<file path="src/rtl/comb_path_seq_pkg.sv">
// comb_path_seq_pkg: shared types and helpers for the comb_path sequencer.
// Holds the FSM state encoding and the path inversion-parity function.
package comb_path_seq_pkg;

    typedef enum logic [2:0] {
        IDLE,
        LAUNCH,
        WAIT,
        CHECK,
        DONE
    } seq_state_t;

    // A DEPTH-stage path contains DEPTH/2 inverters.
    function automatic logic inv_parity(input int unsigned depth);
        return 1'((depth / 2) % 2);
    endfunction

endpackage

</file>
<file path="src/rtl/comb_path_sequencer.sv">
// comb_path_sequencer: launch/capture controller for an external comb_path.
// Toggles the launch flop, captures after a programmed wait, checks polarity.
module comb_path_sequencer
    import comb_path_seq_pkg::*;
#(
    parameter int DEPTH  = 10,
    parameter int WAIT_W = 4,
    parameter int CNT_W  = 16
) (
    input  logic              clk,
    input  logic              rst_n,
    input  logic              start,
    input  logic              stop,
    input  logic [CNT_W-1:0]  cfg_n_iter,
    input  logic [WAIT_W-1:0] cfg_wait,
    output logic              path_launch,
    input  logic              path_capture,
    output logic              busy,
    output logic              done,
    output logic              mismatch,
    output logic [CNT_W-1:0]  pass_cnt,
    output logic [CNT_W-1:0]  fail_cnt,
    output logic [CNT_W-1:0]  first_fail
);

    localparam logic              INV_PAR = inv_parity(DEPTH);
    localparam logic [CNT_W-1:0]  C_ONE   = CNT_W'(1);
    localparam logic [WAIT_W-1:0] W_ONE   = WAIT_W'(1);

    seq_state_t        r_state;
    seq_state_t        w_next;
    logic              r_launch;
    logic              r_cap;
    logic              r_stop_req;
    logic [WAIT_W-1:0] r_wcnt;
    logic [WAIT_W-1:0] r_eff_wait;
    logic [CNT_W-1:0]  r_n_iter;
    logic [CNT_W-1:0]  r_iter;
    logic [CNT_W-1:0]  r_pass;
    logic [CNT_W-1:0]  r_fail;
    logic [CNT_W-1:0]  r_first_fail;

    logic              w_cap_ok;
    logic              w_last;
    logic [WAIT_W-1:0] w_eff_wait;
    logic [CNT_W:0]    w_iter_nx;

    assign w_eff_wait = (cfg_wait == '0) ? W_ONE : cfg_wait;
    assign w_cap_ok   = (r_cap == (r_launch ^ INV_PAR));
    // Extra bit keeps a saturated iter from aliasing onto n_iter.
    assign w_iter_nx  = {1'b0, r_iter} + (CNT_W + 1)'(1);
    assign w_last     = r_stop_req ||
                        ((r_n_iter != '0) &&
                         (w_iter_nx == {1'b0, r_n_iter}));

    assign path_launch = r_launch;
    assign pass_cnt    = r_pass;
    assign fail_cnt    = r_fail;
    assign first_fail  = r_first_fail;

    always_ff @(posedge clk or negedge rst_n) begin
        if (!rst_n) begin
            r_state <= IDLE;
        end else begin
            r_state <= w_next;
        end
    end

    always_comb begin
        w_next   = r_state;
        busy     = 1'b1;
        done     = 1'b0;
        mismatch = 1'b0;
        unique case (r_state)
            IDLE: begin
                busy = 1'b0;
                if (start) w_next = LAUNCH;
            end
            LAUNCH: w_next = WAIT;
            WAIT: begin
                if (r_wcnt == '0) w_next = CHECK;
            end
            CHECK: begin
                mismatch = !w_cap_ok;
                w_next   = w_last ? DONE : LAUNCH;
            end
            DONE: begin
                done   = 1'b1;
                w_next = IDLE;
            end
            default: w_next = IDLE;
        endcase
    end

    always_ff @(posedge clk or negedge rst_n) begin
        if (!rst_n) begin
            r_launch     <= 1'b0;
            r_cap        <= 1'b0;
            r_stop_req   <= 1'b0;
            r_wcnt       <= '0;
            r_eff_wait   <= '0;
            r_n_iter     <= '0;
            r_iter       <= '0;
            r_pass       <= '0;
            r_fail       <= '0;
            r_first_fail <= '0;
        end else begin
            if (r_state != IDLE && stop) r_stop_req <= 1'b1;
            unique case (r_state)
                IDLE: begin
                    if (start) begin
                        r_n_iter     <= cfg_n_iter;
                        r_eff_wait   <= w_eff_wait;
                        r_iter       <= '0;
                        r_pass       <= '0;
                        r_fail       <= '0;
                        r_first_fail <= '0;
                        r_stop_req   <= 1'b0;
                    end
                end
                LAUNCH: begin
                    r_launch <= ~r_launch;
                    r_wcnt   <= r_eff_wait - W_ONE;
                end
                WAIT: begin
                    if (r_wcnt != '0) r_wcnt <= r_wcnt - W_ONE;
                    else              r_cap  <= path_capture;
                end
                CHECK: begin
                    if (w_cap_ok) begin
                        if (r_pass != '1) r_pass <= r_pass + C_ONE;
                    end else begin
                        if (r_fail == '0) r_first_fail <= r_iter;
                        if (r_fail != '1) r_fail <= r_fail + C_ONE;
                    end
                    if (r_iter != '1) r_iter <= r_iter + C_ONE;
                end
                default: ;
            endcase
        end
    end

endmodule

</file>
<file path="config.mk">
export PLATFORM = sky130hd
export DESIGN_NAME = comb_path_sequencer
export DESIGN_NICKNAME = d
export VERILOG_FILES = /design/src/rtl/comb_path_seq_pkg.sv /design/src/rtl/comb_path_sequencer.sv
export SDC_FILE = /design/constraint.sdc
export NUM_CORES = 1
export LEC_CHECK = 0
export ABC_AREA = 1
export ABC_CLOCK_PERIOD_IN_PS = 2500
export CAP_MARGIN = 25
export CORE_MARGIN = 2
export CORE_UTILIZATION = 40
export DETAILED_ROUTE_END_ITERATION = 10
export PLACE_DENSITY_LB_ADDON = 0.12
export SYNTH_ARGS = -nofsm -noshare
export SYNTH_HDL_FRONTEND = slang
export SYNTH_SLANG_ARGS = --single-unit
</file>
<file path="constraint.sdc">
create_clock -name clk -period 2.5 [get_ports clk]
set_clock_uncertainty 0.2 [all_clocks]
set_input_delay 0.5 -clock clk [delete_from_list [all_inputs] [get_ports clk]]
set_output_delay 0.5 -clock clk [all_outputs]
set_load 0.02 [all_outputs]
</file>
; ---- Word level (Yosys, flattened, before mapping)
; Index checks and enable logic that the tools add are counted.
[op_classes]
n_addsub = 6
mul = 0
div = 0
n_lt_le_gt_ge = 0
eq_ne = 18
shifts = 0
n_mux = 25
bitwise_logic = 2
reduce_logical = 21
[ops]
columns = operator, n
row1 = 2-to-1 mux 16 bit, 8
row2 = one-hot mux 16 bit (2 select lines), 4
row3 = adder 16 x 1 -> 16 bit (second input constant), 3
row4 = inequality test 16 bit (second input constant), 3
row5 = inequality test 2 bit (second input constant), 9
row6 = adder 16 x 1 -> 17 bit (second input constant), 1
row7 = equality test 17 x 16 -> 1 bit, 1
row8 = zero test 16 bit, 1
row9 = nonzero test 16 bit, 1
row10 = one-hot mux 3 bit (4 select lines), 1
row11 = AND reduction 4 bit, 3
row12 = 2-to-1 mux 3 bit, 3
row13 = zero test 4 bit, 2
row14 = 2-to-1 mux 4 bit, 2
row15 = one-hot mux 4 bit (2 select lines), 1
row16 = AND reduction 2 bit, 4
row17 = subtractor 4 x 1 -> 4 bit (second input constant), 2
row18 = equality test 3 x 2 -> 1 bit (second input constant), 2
row19 = 2-to-1 mux 1 bit, 6
row20 = nonzero test 2 bit, 2
row21 = nonzero test 4 bit, 1
row22 = equality test 3 x 1 -> 1 bit (second input constant), 1
row23 = equality test 3 bit (second input constant), 1
row24 = zero test 3 bit, 1
row25 = other kinds (7), 9
[word_totals]
reg_bits = 94
latchBits = 0
ramBits = 0
mem_bits_ro = 0
inputBits = 25
output_inout_bits = 52
word_cells = 83
mem_count = 0

; ---- Depth between registers and ports, before layout
; Gate-level depths: netlist of the first run.
[depth]
word_depth = 6
depth_mapped = 15
depth_no_buf = 15

; ---- Least setup slack after synthesis of the first run
; No wires, ideal clock.
[synth_timing]
path_kind = register to register
startpoint = register r_fail[1], in the netlist fail_cnt[1]
endpoint = register r_fail[9], in the netlist fail_cnt[9]
setup_ns = 0.121
t_arrival_ns = 1.716
required_time_ns = 2.179
slack_ns = 0.463
path_stages_with_launch = 11
path_buffers = 0
period_less_slack_ns = 2.037
path_cell_list = dfrtp_1 > ha_1 > nand2_1 > nor4_1 > nand2_1 > nand2_4 > inv_4 > nand4_2 > nor2_2 > a21oi_1 > nor2_1
[synth_between]
elab_chain_len = 4
word_cells_on_any_way = 7
cone_classes = add/sub: 1 / eq/ne: 2 / mux: 3 / reduce/logical: 1
[synth_rtl]
columns = element, line_no
row1 = "start, declared", comb_path_sequencer.sv:40  ; logic [CNT_W-1:0] r_fail;
row2 = "start signal, assigned", comb_path_sequencer.sv:134  ; if (r_fail != '1) r_fail <= r_fail + C_ONE;
row3 = adder 16 x 1 -> 16 bit, comb_path_sequencer.sv:134
row4 = 2-to-1 mux 16 bit, comb_path_sequencer.sv:134
row5 = 2-to-1 mux 16 bit, comb_path_sequencer.sv:130  ; if (w_cap_ok) begin
row6 = one-hot mux 16 bit (2 select lines), comb_path_sequencer.sv:109  ; unique case (r_state)
; Several ways; a longest one is shown, not always the timed one. The select of a mux whose other input is x is not followed.
; A chain may end at the register's enable or synchronous reset.

; ---- Worst setup path after layout of the first run
[layout_timing]
startpoint = register r_state[2]
endpoint = output port done
[layout_between]
elab_chain_len = 2
[layout_rtl]
columns = element, line_no
row1 = "start, declared", comb_path_sequencer.sv:30  ; seq_state_t r_state;
row2 = "start signal, assigned", comb_path_sequencer.sv:65  ; r_state <= w_next;
row3 = equality test 3 bit, comb_path_sequencer.sv:74  ; unique case (r_state)
row4 = 2-to-1 mux 1 bit, comb_path_sequencer.sv:74
row5 = "end, declared", comb_path_sequencer.sv:19  ; output logic done,
; Every way passes these cells.

==> impl_metrics.py, run 1 <==
metrics = {
    "status": {
        "status": "finished clean",
    },
    "cells_and_area": {
        "fin_nets": 735,
        "seqCellArea_um2": 2350,
        "area_growth_pct": 26.2,
        "nFillCells": 1180,
        "drive_above_1_share_pct": 9.01,
        "multiInputGateArea_um2": 2300,
        "num_antenna_cells": 0,
    },
    "clock_network": {
        "clk_pin_slew_worst_paths_ns": 0.06,
        "cts_made_buffers": 9,
        "cts_tree": "done",
        "htree_levels": 3,
        "clk-insertion-delay-late_ns": 0.35,
        "cts_max_path_buffers": 2,
        "cts_sinks": 94,
        "cts_root_buffer": "clkbuf_16",
    },
    "placed_design": {
        "numPortBuffers": 76,
        "dp_worst_setup_slack_ns": 0.0845,
        "dp_hpwl_mm": 9.38,
        "gp_congestion": 0.897,
    },
    "timing": {
        "drv_slew": 0,
        "fmax_ghz": 0.417,
        "fin_crit_sh_pct": 95.9,
        "post-route-min-period_ns": 2.40,
        "finalHoldViolations": 0,
        "setup_viol": 0,
        "layout_setup_ws_ns": 0.103,
        "fin_setup_tns_ns": 0,
        "relSlewSlack_pct": 63.5,
        "max_slew.worst_pin.slew_ns": 0.543,
        "rsz0062_at_grt": "false",
    },
    "routing": {
        "route.detailed.drc": 0,
        "finalWirelength_mm": 12.4,
        "drt_first_pass_iters": 5,
        "wl_per_cell_um": 14.1,
        "drt-initial-drc-count": 274,
        "ant_nets": 0,
        "via_per_inst": 5.01,
        "vias": 4400,
    },
    "setup_path": {
        "reg2reg_from": "r_iter[0]",
        "endpoint_kind": "output pin",
        "crit_path_start": "r_state[2]",
        "crit_path_start_kind": "flop",
        "critPathArrivalTime_ns": 1.70,
        "path_cells": "inv_1 > nor3_1 > clkdlybuf4s50_1",
        "path_class": "reg2out",
        "slowest_delay_ns": 0.64,
        "worst_path_max_delay_cell": "clkdlybuf4s50_1",
        "crit_required_ns": 1.80,
        "path_max_fanout": 3,
    },
    "yosys": {
        "ys_seq_elements": 94,
        "synth.most_common_cell": "nand2_1",
        "synth.distinct_cells": 43,
        "yosys-top-cells-count": "nand2_1 (142), dfrtp_1 (94), inv_1 (83)",
        "ys_seq_area_share_pct": 46.7,
        "avgSynthCellArea_um2": 8.10,
        "ys.warnings.count": 0,
        "yosysTopAreaCellShare_pct": 46.7,
        "synth_top_area_cell": "dfrtp_1",
        "netlist_top_cells_area": "dfrtp_1 (47%), nand2_1 (11%), inv_1 (6.2%)",
        "synth_edf_count": 0,
        "synth_async_sr_flop_share_pct": 100,
        "netlist_instances": 622,
        "synth_area_um2": 5040,
        "synth_nets": 652,
        "synth_flop_cell": "dfrtp_1",
    },
    "floorplanning": {
        "die_h_um": 116,
        "fp-row-count": 40,
        "die_area_um2": 13500,
        "die_w_um": 116,
        "core_area_um2": 12200,
        "ios": 77,
        "start_util_pct": 41.4,
    },
    "grt": {
        "grt_pass1_wl_mm": 20.5,
        "antenna_found_initial": 0,
        "grt_max_degree": 37,
        "track_usage_pct": 19.6,
        "overflow": 0,
        "grt_pass1_vias": 4134,
    },
    "job": {
        "drv_cap": 0,
    },
    "power_and_ir_drop": {
        "p_leak_uw": 0.00284,
        "p_per_area_nw_per_um2": 968,
        "ir_worst_vdd_uv": 368,
    },
    "hold_path": {
        "worstHoldStart": "r_eff_wait[3]",
        "hold_class": "reg2reg",
    },
}
[layer usage]
| metal | part of all wire [%] | global-route usage [%] | up-vias |
|---|---|---|---|
| met5 | 0 | 0 | - |
| met4 | 1.9 | 7.06 | 0 |
| met3 | 5.4 | 3.84 | 20 |
| met2 | 45 | 30.6 | 123 |
| met1 | 48 | 27.2 | 2037 |
| li1 | - | - | 2220 |
[metrics by stage]
step	instance area [um2]	util, %	total power (uW)	hold slack, ns	cells
3_5_place_dp	6020	49.5	4740	0.283	861
6_report	6360	52.3	6150	0.290	878
5_1_grt	6360	52.3	6620	0.324	878
4_1_cts	6350	52.2	6210	0.299	878
3_3_place_gp	6020	49.5	4650	0.285	861
2_1_floorplan	5040	-	3920	0.00441	622
[final cells by class]
class | instances | share of cell area, %
multi-input cells | 428 | 36.1
clock inverters | 2 | 0.590
repair buffers | 86 | 13.4
flip-flops and latches | 94 | 37.0
inverters | 86 | 5.12
clock buffers | 14 | 4.47
well taps | 168 | 3.31
[repair_timing]
item	CTS	global route
gates resized for setup	2	3
endpoints found under the setup margin	2	3
hold buffers	1	0
hold endpoints to repair	33	0
setup buffers	0	0
gates cloned	0	0
[placed cells by master (no fill, tap or decap), types with 2 or more instances in the layout]
cell | synthesis | final
nor4_1 | 6 | 6
o31ai_1 | 4 | 4
nand2_2 | 6 | 6
nor3b_2 | 2 | 2
o21ai_1 | 4 | 5
nand3_1 | 51 | 51
mux2i_1 | 2 | 2
xnor3_1 | 2 | 2
o21ai_0 | 56 | 55
nand3_4 | 3 | 3
nor2_2 | 4 | 4
buf_4 | 0 | 9
xor2_1 | 9 | 9
nand3_2 | 3 | 3
nand2_4 | 2 | 2
nor3_1 | 13 | 13
dfrtp_2 | 0 | 2
o22ai_1 | 9 | 9
nand2_1 | 142 | 142
inv_2 | 2 | 2
ha_1 | 5 | 5
a211oi_1 | 2 | 2
inv_1 | 83 | 83
nor2_4 | 9 | 9
xnor2_1 | 5 | 5
a21oi_1 | 21 | 21
clkbuf_16 | 0 | 9
a31oi_1 | 5 | 5
dfrtp_1 | 94 | 92
nor2_1 | 40 | 40
clkdlybuf4s50_1 | 0 | 73
nand4_1 | 13 | 13
clkbuf_8 | 0 | 4
[cell families (layout without fill, tap and decap cells)]
kind of cell             Yosys count  count (layout)  synth area share (%)
buffers and inverters            100             188                  7.70
XOR/XNOR                          16              16                  3.33
flip-flops                        94              94                  46.7
AND/OR/NAND/NOR                  300             300                  29.3
multiplexers                       2               2                 0.398
adder cells (fa/ha/maj)            5               5                  1.24
AO/OA/AOI/OAI                    105             105                  11.3
[worst max-delay path, delay by kind of cell, from the launching register on]
family	cells	cell delay (ns)
buffers and inverters	2	0.76
flip-flops	1	0.42
AND/OR/NAND/NOR	1	0.18
[path summary, 6_finish.rpt]
| kind | endpoint | slack [ns] | cells past startpoint |
|---|---|---|---|
| max | done | 0.10 | 3 |
| min | r_eff_wait[3] | 0.29 | 2 |
| max reg2reg | r_iter[3] | 0.32 | 10 |
| min reg2reg | r_eff_wait[3] | 0.29 | 2 |
| max in group asynchronous | r_iter[0] | 0.93 | 3 |
| min in group asynchronous | fail_cnt[9] | 0.45 | 2 |
[power breakdown]
| part | internal, uW | switching (uW) |
|---|---|---|
| Clock | 885 | 576 |
| Sequential | 1920 | 358 |
| Combinational | 918 | 1490 |
[flip-flops by register name, summed over array words and instances (netlist names)]
name         flops
path_launch      1
r_eff_wait       4
r_n_iter        16
r_wcnt           4
fail_cnt        16
first_fail      16
r_stop_req       1
r_iter          16
pass_cnt        16
r_cap            1
r_state          3
Note: power is estimated with default switching activity, not from simulation.
==> run 2, diff against run 1 <==
CORE_UTILIZATION = 45   (was 40)
==> impl_metrics.py, run 2 (synthesized netlist as in run 1, its figures left out) <==
metrics = {
    "status": {
        "status": "finished clean",
    },
    "setup_path": {
        "path_class": "reg2out",
        "timing.rr.end": "r_iter[15]",
        "crit_required_ns": 1.80,
        "path_max_fanout": 5,
        "endpoint_kind": "output pin",
        "crit_path_start_kind": "flop",
        "critPathArrivalTime_ns": 1.69,
        "rr_worst_depth": 9,
        "reg2reg_from": "r_iter[0]",
        "regToRegSetupSlack_ns": 0.25,
    },
    "clock_network": {
        "cts_sinks": 94,
        "cts_max_path_buffers": 2,
        "cts_root_buffer": "clkbuf_8",
        "htree_levels": 3,
        "cts_tree": "done",
        "cts_made_buffers": 9,
        "clk-insertion-delay-late_ns": 0.36,
        "clk_pin_slew_worst_paths_ns": 0.09,
    },
    "grt": {
        "track_usage_pct": 21.9,
        "grt_pass1_vias": 4077,
        "grt_pass1_wl_mm": 20.5,
        "antenna_found_initial": 0,
        "overflow": 0,
        "grt_max_degree": 41,
    },
    "floorplanning": {
        "start_util_pct": 46.3,
        "fp-row-count": 38,
        "ios": 77,
        "die_h_um": 110,
        "core_area_um2": 10900,
        "die_area_um2": 12100,
        "die_w_um": 110,
    },
    "timing": {
        "drv_slew": 0,
        "finalHoldViolations": 0,
        "fmax_ghz": 0.419,
        "relSlewSlack_pct": 64.2,
        "rsz0062_at_grt": "false",
        "fin_setup_tns_ns": 0,
        "post-route-min-period_ns": 2.39,
        "fin_crit_sh_pct": 95.4,
        "max_slew.worst_pin.slew_ns": 0.532,
        "setup_viol": 0,
    },
    "power_and_ir_drop": {
        "seqPwrFrac_pct": 40.4,
        "switching_share_pct": 42.4,
        "p_int_uw": 3250,
        "ir_worst_vdd_uv": 459,
        "p_switching_uw": 2390,
        "p_leak_uw": 0.00277,
        "comb_power_share_pct": 42.9,
        "p_per_area_nw_per_um2": 913,
        "p_clk_share_pct": 16.7,
    },
    "cells_and_area": {
        "drive_above_1_share_pct": 8.89,
        "fin_nets": 735,
        "area_growth_pct": 22.6,
        "layout_commonest_cell": "nand2_1",
        "nFillCells": 1035,
        "final_cell_mix": "nand2_1 (142), dfrtp_1 (92), inv_1 (83)",
        "final_cells": 849,
        "num_antenna_cells": 0,
    },
    "routing": {
        "finalWirelength_mm": 12.4,
        "ant_nets": 0,
        "via_per_inst": 5.16,
        "wl_per_cell_um": 14.6,
        "vias": 4377,
        "route.detailed.drc": 0,
        "drt-initial-drc-count": 262,
        "drt_first_pass_iters": 5,
    },
    "hold_path": {
        "hold_class": "reg2reg",
        "hold_end": "r_eff_wait[1]",
        "min_path_cells": 2,
        "worstHoldStart": "r_eff_wait[1]",
    },
    "placed_design": {
        "dp.cells": 833,
        "dp_hpwl_mm": 9.40,
        "gp_congestion": 0.877,
        "numPortBuffers": 76,
    },
    "job": {
        "drv_cap": 0,
    },
}
[run 2: per-layer routing]
metal | GRT usage, % | wire length (um) | vias up
met5 | 0 | 0 | -
met3 | 4.21 | 568 | 8
met1 | 32.1 | 6080 | 2064
met2 | 33.6 | 5670 | 95
met4 | 4.88 | 89 | 0
li1 | - | - | 2210
[run 2: critical path, stage by stage, from the launching register on]
cell and delay [ns]:
dfrtp_1 0.47, nor3_1 0.21, clkdlybuf4s50_1 0.64
[run 2: power by group through the flow]
| stage | sequential (uW) | combinational [uW] | clock (uW) |
|---|---|---|---|
| 2_1_floorplan | 2300 | 1620 | 0 |
| 3_3_place_gp | 2290 | 2370 | 0 |
| 3_5_place_dp | 2300 | 2430 | 0 |
| 4_1_cts | 2270 | 2440 | 965 |
| 5_1_grt | 2330 | 2730 | 1020 |
| 6_report | 2280 | 2420 | 940 |
[run 2: timing repair]
| action | 4_1_cts | 5_1_grt |
|---|---|---|
| hold buffers | 1 | 0 |
| setup endpoints to repair | 2 | 2 |
| endpoints found under the hold margin | 35 | 0 |
| gates resized for setup | 2 | 2 |
| setup buffers | 0 | 0 |
[run 2: stage by stage]
step	total power (uW)	hold slack [ns]	util (%)	instance area (um2)	worst slack (ns)
2_1_floorplan	3920	0.00441	-	5040	0.463
3_3_place_gp	4660	0.285	55.0	5990	0.164
3_5_place_dp	4730	0.292	55.0	5990	0.125
4_1_cts	5680	0.313	56.7	6170	0.0470
5_1_grt	6080	0.338	56.7	6180	0.0312
6_report	5640	0.304	56.7	6180	0.115
[run 2: final cells by class]
cell class	instances	area, um2	share of cell area [%]
Clock inverter	3	20.0	0.324
Clock buffer	12	155	2.51
Multi-Input combinational cell	428	2300	37.2
Timing Repair Buffer	86	850	13.8
Tap cell	140	175	2.84
Inverter	86	325	5.27
Sequential cell	94	2350	38.1
[run 2: worst max-delay path by stage]
stage	start	to	cells after the start
finish	r_state[1]	done	2
global route	r_state[2]	done	3
CTS	r_state[1]	busy	3
detailed placement	start	pass_cnt[14]	8
global placement	start	pass_cnt[14]	8
floorplan	fail_cnt[1]	fail_cnt[9]	10
